$ cat src/rtl/universal_shift_reg_if.sv
// Purpose : bundles the operation controls, data and status of universal_shift_reg.
// Latency : none, the interface holds only wires.
// Backpressure: none; busy tells the driver when en/mode/d/sil are being ignored.
//
// Signals (master drives controls, slave drives status):
//   en      operation enable (0 = hold)
//   mode    3-bit operation select
//   d       WIDTH-bit parallel load / serialize data
//   sil     serial in at q[0] on shift left
//   sir     serial in at q[WIDTH-1] on shift right and during serialize
//   q       register contents
//   sout_l  q[WIDTH-1]
//   sout_r  q[0]
//   busy    serialize in progress
//   done    one-cycle pulse after the last serialized bit
interface universal_shift_reg_if #(
    parameter int WIDTH = 8
);
    logic             en;
    logic [2:0]       mode;
    logic [WIDTH-1:0] d;
    logic             sil;
    logic             sir;
    logic [WIDTH-1:0] q;
    logic             sout_l;
    logic             sout_r;
    logic             busy;
    logic             done;

    modport master (
        output en, mode, d, sil, sir,
        input  q, sout_l, sout_r, busy, done
    );

    modport slave (
        input  en, mode, d, sil, sir,
        output q, sout_l, sout_r, busy, done
    );
endinterface

$ cat src/rtl/universal_shift_reg.sv
// Purpose : WIDTH-bit universal shift register (load/shift/rotate/asr) with an LSB-first serializer.
// Latency : every operation lands on q at the sampling edge; serialize holds busy for WIDTH cycles.
// Backpressure: while busy the controls are ignored; a new start is accepted in the done cycle.
//
// Ports:
//   clk    rising-edge clock
//   reset  asynchronous active-high reset (q = RESET_VAL, busy/done cleared)
//   bus    universal_shift_reg_if.slave: en, mode, d, sil, sir in; q, sout_l, sout_r, busy, done out
//
// Mode encoding: 000 hold, 001 load, 010 shl, 011 shr, 100 rol, 101 ror, 110 asr, 111 serialize.
module universal_shift_reg #(
    parameter int               WIDTH     = 8,
    parameter logic [WIDTH-1:0] RESET_VAL = '0
) (
    input  logic                 clk,
    input  logic                 reset,
    universal_shift_reg_if.slave bus
);

    localparam logic [2:0] MODE_HOLD = 3'b000;
    localparam logic [2:0] MODE_LOAD = 3'b001;
    localparam logic [2:0] MODE_SHL  = 3'b010;
    localparam logic [2:0] MODE_SHR  = 3'b011;
    localparam logic [2:0] MODE_ROL  = 3'b100;
    localparam logic [2:0] MODE_ROR  = 3'b101;
    localparam logic [2:0] MODE_ASR  = 3'b110;
    localparam logic [2:0] MODE_SER  = 3'b111;

    // Bit counter only has to reach WIDTH-1, so ceil(log2(WIDTH)) bits suffice.
    localparam int            CW   = (WIDTH > 1) ? $clog2(WIDTH) : 1;
    localparam logic [CW-1:0] LAST = CW'(WIDTH - 1);

    typedef enum logic {
        ST_IDLE = 1'b0,
        ST_SER  = 1'b1
    } state_t;

    state_t           state;
    logic [WIDTH-1:0] q_r;
    logic [CW-1:0]    cnt;
    logic             busy_r;
    logic             done_r;
    logic [WIDTH-1:0] q_nxt;

    // Next register value for an idle, enabled cycle. Serialize start loads d
    // exactly like a parallel load; the state change is handled below.
    always_comb begin
        q_nxt = q_r;
        case (bus.mode)
            MODE_HOLD: q_nxt = q_r;
            MODE_LOAD: q_nxt = bus.d;
            MODE_SHL:  q_nxt = {q_r[WIDTH-2:0], bus.sil};
            MODE_SHR:  q_nxt = {bus.sir, q_r[WIDTH-1:1]};
            MODE_ROL:  q_nxt = {q_r[WIDTH-2:0], q_r[WIDTH-1]};
            MODE_ROR:  q_nxt = {q_r[0], q_r[WIDTH-1:1]};
            MODE_ASR:  q_nxt = {q_r[WIDTH-1], q_r[WIDTH-1:1]};
            MODE_SER:  q_nxt = bus.d;
            default:   q_nxt = q_r;
        endcase
    end

    always_ff @(posedge clk or posedge reset) begin
        if (reset) begin
            state  <= ST_IDLE;
            q_r    <= RESET_VAL;
            cnt    <= '0;
            busy_r <= 1'b0;
            done_r <= 1'b0;
        end else begin
            case (state)
                ST_IDLE: begin
                    // done is a single-cycle pulse; any idle edge retires it,
                    // including the one that accepts a back-to-back start.
                    done_r <= 1'b0;
                    if (bus.en) begin
                        q_r <= q_nxt;
                        if (bus.mode == MODE_SER) begin
                            state  <= ST_SER;
                            busy_r <= 1'b1;
                            cnt    <= '0;
                        end
                    end
                end
                ST_SER: begin
                    // q[0] already shows the current bit; shifting exposes the next one.
                    q_r <= {bus.sir, q_r[WIDTH-1:1]};
                    if (cnt == LAST) begin
                        state  <= ST_IDLE;
                        busy_r <= 1'b0;
                        done_r <= 1'b1;
                        cnt    <= '0;
                    end else begin
                        done_r <= 1'b0;
                        cnt    <= cnt + CW'(1);
                    end
                end
                default: begin
                    state  <= ST_IDLE;
                    busy_r <= 1'b0;
                    done_r <= 1'b0;
                    cnt    <= '0;
                end
            endcase
        end
    end

    assign bus.q      = q_r;
    assign bus.sout_l = q_r[WIDTH-1];
    assign bus.sout_r = q_r[0];
    assign bus.busy   = busy_r;
    assign bus.done   = done_r;

endmodule

$ cat src/flat_wrapper.sv
// flat-port wrapper written by rule: the top's interface ports become plain ports
module universal_shift_reg_flat 
#(
    parameter int               WIDTH     = 8,
    parameter logic [WIDTH-1:0] RESET_VAL = '0
)
  (clk, reset, bus_en, bus_mode, bus_d, bus_sil, bus_sir, bus_q, bus_sout_l, bus_sout_r, bus_busy, bus_done);
  universal_shift_reg_if #(.WIDTH(WIDTH)) bus_i ();
  input  logic clk;
  input  logic reset;
  input wire logic [$bits(bus_i.en)-1:0] bus_en;
  input wire logic [$bits(bus_i.mode)-1:0] bus_mode;
  input wire logic [$bits(bus_i.d)-1:0] bus_d;
  input wire logic [$bits(bus_i.sil)-1:0] bus_sil;
  input wire logic [$bits(bus_i.sir)-1:0] bus_sir;
  output wire logic [$bits(bus_i.q)-1:0] bus_q;
  output wire logic [$bits(bus_i.sout_l)-1:0] bus_sout_l;
  output wire logic [$bits(bus_i.sout_r)-1:0] bus_sout_r;
  output wire logic [$bits(bus_i.busy)-1:0] bus_busy;
  output wire logic [$bits(bus_i.done)-1:0] bus_done;
  assign bus_i.en = bus_en;
  assign bus_i.mode = bus_mode;
  assign bus_i.d = bus_d;
  assign bus_i.sil = bus_sil;
  assign bus_i.sir = bus_sir;
  assign bus_q = bus_i.q;
  assign bus_sout_l = bus_i.sout_l;
  assign bus_sout_r = bus_i.sout_r;
  assign bus_busy = bus_i.busy;
  assign bus_done = bus_i.done;
  universal_shift_reg #(.WIDTH(WIDTH), .RESET_VAL(RESET_VAL)) u_core (.clk(clk), .reset(reset), .bus(bus_i));
endmodule
$ cat config.mk
export PLATFORM = sky130hd
export DESIGN_NAME = universal_shift_reg_flat
export DESIGN_NICKNAME = d
export VERILOG_FILES = /design/src/rtl/universal_shift_reg_if.sv /design/src/rtl/universal_shift_reg.sv /design/src/flat_wrapper.sv
export SDC_FILE = /design/constraint.sdc
export NUM_CORES = 1
export LEC_CHECK = 0
export ABC_AREA = 1
export CAP_MARGIN = 30
export CORE_ASPECT_RATIO = 1.75
export CORE_UTILIZATION = 40
export CTS_BUF_LIST = sky130_fd_sc_hd__clkbuf_8
export DETAILED_ROUTE_END_ITERATION = 16
export HOLD_SLACK_MARGIN = 0.06
export PLACE_DENSITY = 0.69
export SLEW_MARGIN = 25
export SYNTH_ARGS = -nofsm -noshare
export SYNTH_HDL_FRONTEND = slang
export SYNTH_SLANG_ARGS = --single-unit
$ cat constraint.sdc
create_clock -name clk -period 2.2 [get_ports clk]
set_input_delay 0.44 -clock clk [delete_from_list [all_inputs] [get_ports clk]]
set_output_delay 0.44 -clock clk [all_outputs]
set_load 0.01 [all_outputs]
==> metrics <==
Syn-to-layout area delta=29.2%; CP Capture Type=flop; 1st-pass router iterations=4; Placed Instance Area=1240 um2; core footprint=approximately 2300 um2; first-pass GRT wire length=about 3700 um; cts-stage hold buffer count=0; CTS tree=built; Synth area leaders=dfrtp_1 35%, nand2_1 17%, nor2_1 5.6%; simple-gate share of the synthesized area=approximately two fifths; Synth area leader=dfrtp_1; Die Wd=around 40 um; relative slew slack=between 60 and 70%; via count=roughly 940; Gate power share=between 40% and 50%; mux cell area share after synthesis=0%; slew of the pin with the lowest slew margin=~0.55 ns; drt via density=approximately 5.1; CP Class=in -> reg; worst vdd rail ir drop=roughly 640 uV; htree depth=1; # setup viols final=0; Hold WC Path Type=reg -> reg; hpwl dp=about 1700 um; Pwr Density=1220 nW/um2; final worst-path cycle share=between 70% and 80%; Layout Nets=between 150 and 200; Routed wire per std cell=roughly 13 um; initial antenna violation count=0; Routed WL=around 2300 um; most common cell after layout, fill and taps aside=nand2_1; global route overflow=0; Flop pwr share=between 30% and 40%; post-synthesis compound-gate area fraction=approximately a tenth; Synth cell types=25; effective utilization at floorplan=~43%; most frequent cells in the layout=45 x nand2_1, 27 x clkdlybuf4s50_1, 15 x nor2_1; final hold violation count=0; Skew-Pair Late Insertion Delay=0.25 ns; final instance area=roughly 1300 um2; Post-DRT Antenna Nets=0; die area=2730 um2; fin crit period=around 1.8 ns; Mapped Area=1010 um2; FMAX=~570 MHz; switching power=0.650 mW; Port Buffers=27; Global Route Usage Sum=between 10% and 20%; RSZ-0062 raised after global routing=false; Mapped Avg Cell Area=approximately 7.6 um2; status=complete, no violations; 1st-iter DRT viols=40; post-synthesis adder-cell area fraction=between 2 and 2.5%; layout cells sized above 1=between 10 and 15%; number of global-route vias before repair=between 800 and 900; Int Power=approximately 0.94 mW; Sw Share=between 40% and 50%; YS warnings=0; io pins=28; P_leak=0.599 nW; Resized Gates After CTS=0; residual DRC count=0; max-cap violations=0; clock share of power=16.0%; root buf cell=clkbuf_8; register area share after synthesis=a little over a third; setup bufs post-CTS=0; Post-Syn Instances=approximately 130; Clock Path Buffers=2; type of origin of the critical path=input port; syn_nets=between 150 and 200; CP max FO=10; ant diodes=0; fillers=about 230; #FFs+latches synth=14; CTS clk-pin slew, worst paths=around 0.06 ns; Post-synth EDFFs=0; Clock Sinks=14; Yosys top cell area share=34.8%; XOR/XNOR Fraction of Synth Area=0%; Required @ worst endpoint=around 2.3 ns; CTS buffer count=3; pins over their slew limit=0; gpl congestion=0.802; row count=23; largest family of logic cells by synthesized area=simple AND/OR/NAND/NOR gates; Primary FF master, synth=dfrtp_1; largest net degree at the start of global routing=15; Setup TNS=0 ns; Post-synth ARST share=100%; Worst Skew=0.00695 ns; crit path DAT=1.90 ns; Die H=roughly 68 um
[final timing paths]
check / startpoint / end / slack (ns) / cells after the start
max: bus_mode[1] / u_core.bus.q[5]$_DFFE_PP0P_ / 0.44 / 8
min: u_core.bus.busy$_DFFE_PP0P_ / u_core.bus.busy$_DFFE_PP0P_ / 0.50 / 2
max reg2reg: u_core.state$_DFF_PP0_ / u_core.bus.q[0]$_DFFE_PP0P_ / 0.67 / 5
min reg2reg: u_core.bus.busy$_DFFE_PP0P_ / u_core.bus.busy$_DFFE_PP0P_ / 0.50 / 2
max in group asynchronous: reset / u_core.bus.busy$_DFFE_PP0P_ / 1.30 / 2
min in group asynchronous: reset / u_core.bus.q[5]$_DFFE_PP0P_ / 0.53 / 2
[registers in the layout, summed over array words and instances, names as in the netlist]
name and count:
u_core.cnt 3, u_core.bus.busy 1, u_core.bus.q 8, u_core.bus.done 1, u_core.state 1
[cells in the mapped netlist (all sizes together) (2+ instances only)]
library cell,number
nand2,47
nand3,16
nor2,16
dfrtp,14
inv,9
a21oi,8
buf,8
nand4,4
a22o,2
ha,2
nor3,2
o21ai,2
[metrics by stage]
stage,setup slack [ns],power [mW],cells,hold WS (ns),util [%]
3_3_place_gp,0.223,1.32,178,0.475,53.4
2_1_floorplan,1.00,1.04,133,0.329,-
5_1_grt,0.305,1.74,182,0.529,55.8
4_1_cts,0.445,1.60,182,0.506,55.8
3_5_place_dp,0.185,1.34,178,0.487,53.4
6_report,0.444,1.59,182,0.500,55.8
[power groups by stage]
stage	combinational [mW]	sequential (mW)	clock, mW
2_1_floorplan	0.499	0.544	0
3_3_place_gp	0.771	0.554	0
3_5_place_dp	0.784	0.558	0
4_1_cts	0.789	0.554	0.261
5_1_grt	0.890	0.580	0.270
6_report	0.782	0.555	0.255
[routing by layer]
layer  vias up  track usage (%)  part of all wire, %
li1        480                -                    -
met2        32             31.0                   50
met1       421             25.8                   44
met5         -                0                    0
met4         0             9.05                  1.6
met3         4             1.95                  4.2
[area by class of cell]
cell class / count / area (um2) / share of cell area, %
multi-input cells: 102 / 547 / 42.1
flip-flops and latches: 14 / 350 / 26.9
repair buffers: 28 / 278 / 21.4
clock buffers: 4 / 55.1 / 4.23
inverters: 9 / 38.8 / 2.98
well taps: 25 / 31.3 / 2.41
[critical path, stage by stage]
cell             delay, ns
clkdlybuf4s50_1       0.79
inv_1                 0.17
nand3_2               0.12
nand3_4               0.12
nand2_1               0.08
nand3_1               0.06
nand2_1               0.06
nand2_1               0.05
[logic make-up (layout without fill, tap and decap cells)]
family                     Yosys count  count (layout)
and+or+nand+nor                     85              85
AOI/OAI and AO/OA                   15              15
adders and majority gates            2               2
buffers and inverters               17              41
DFF                                 14              14
No activity file was read; power rests on OpenSTA's default activity.
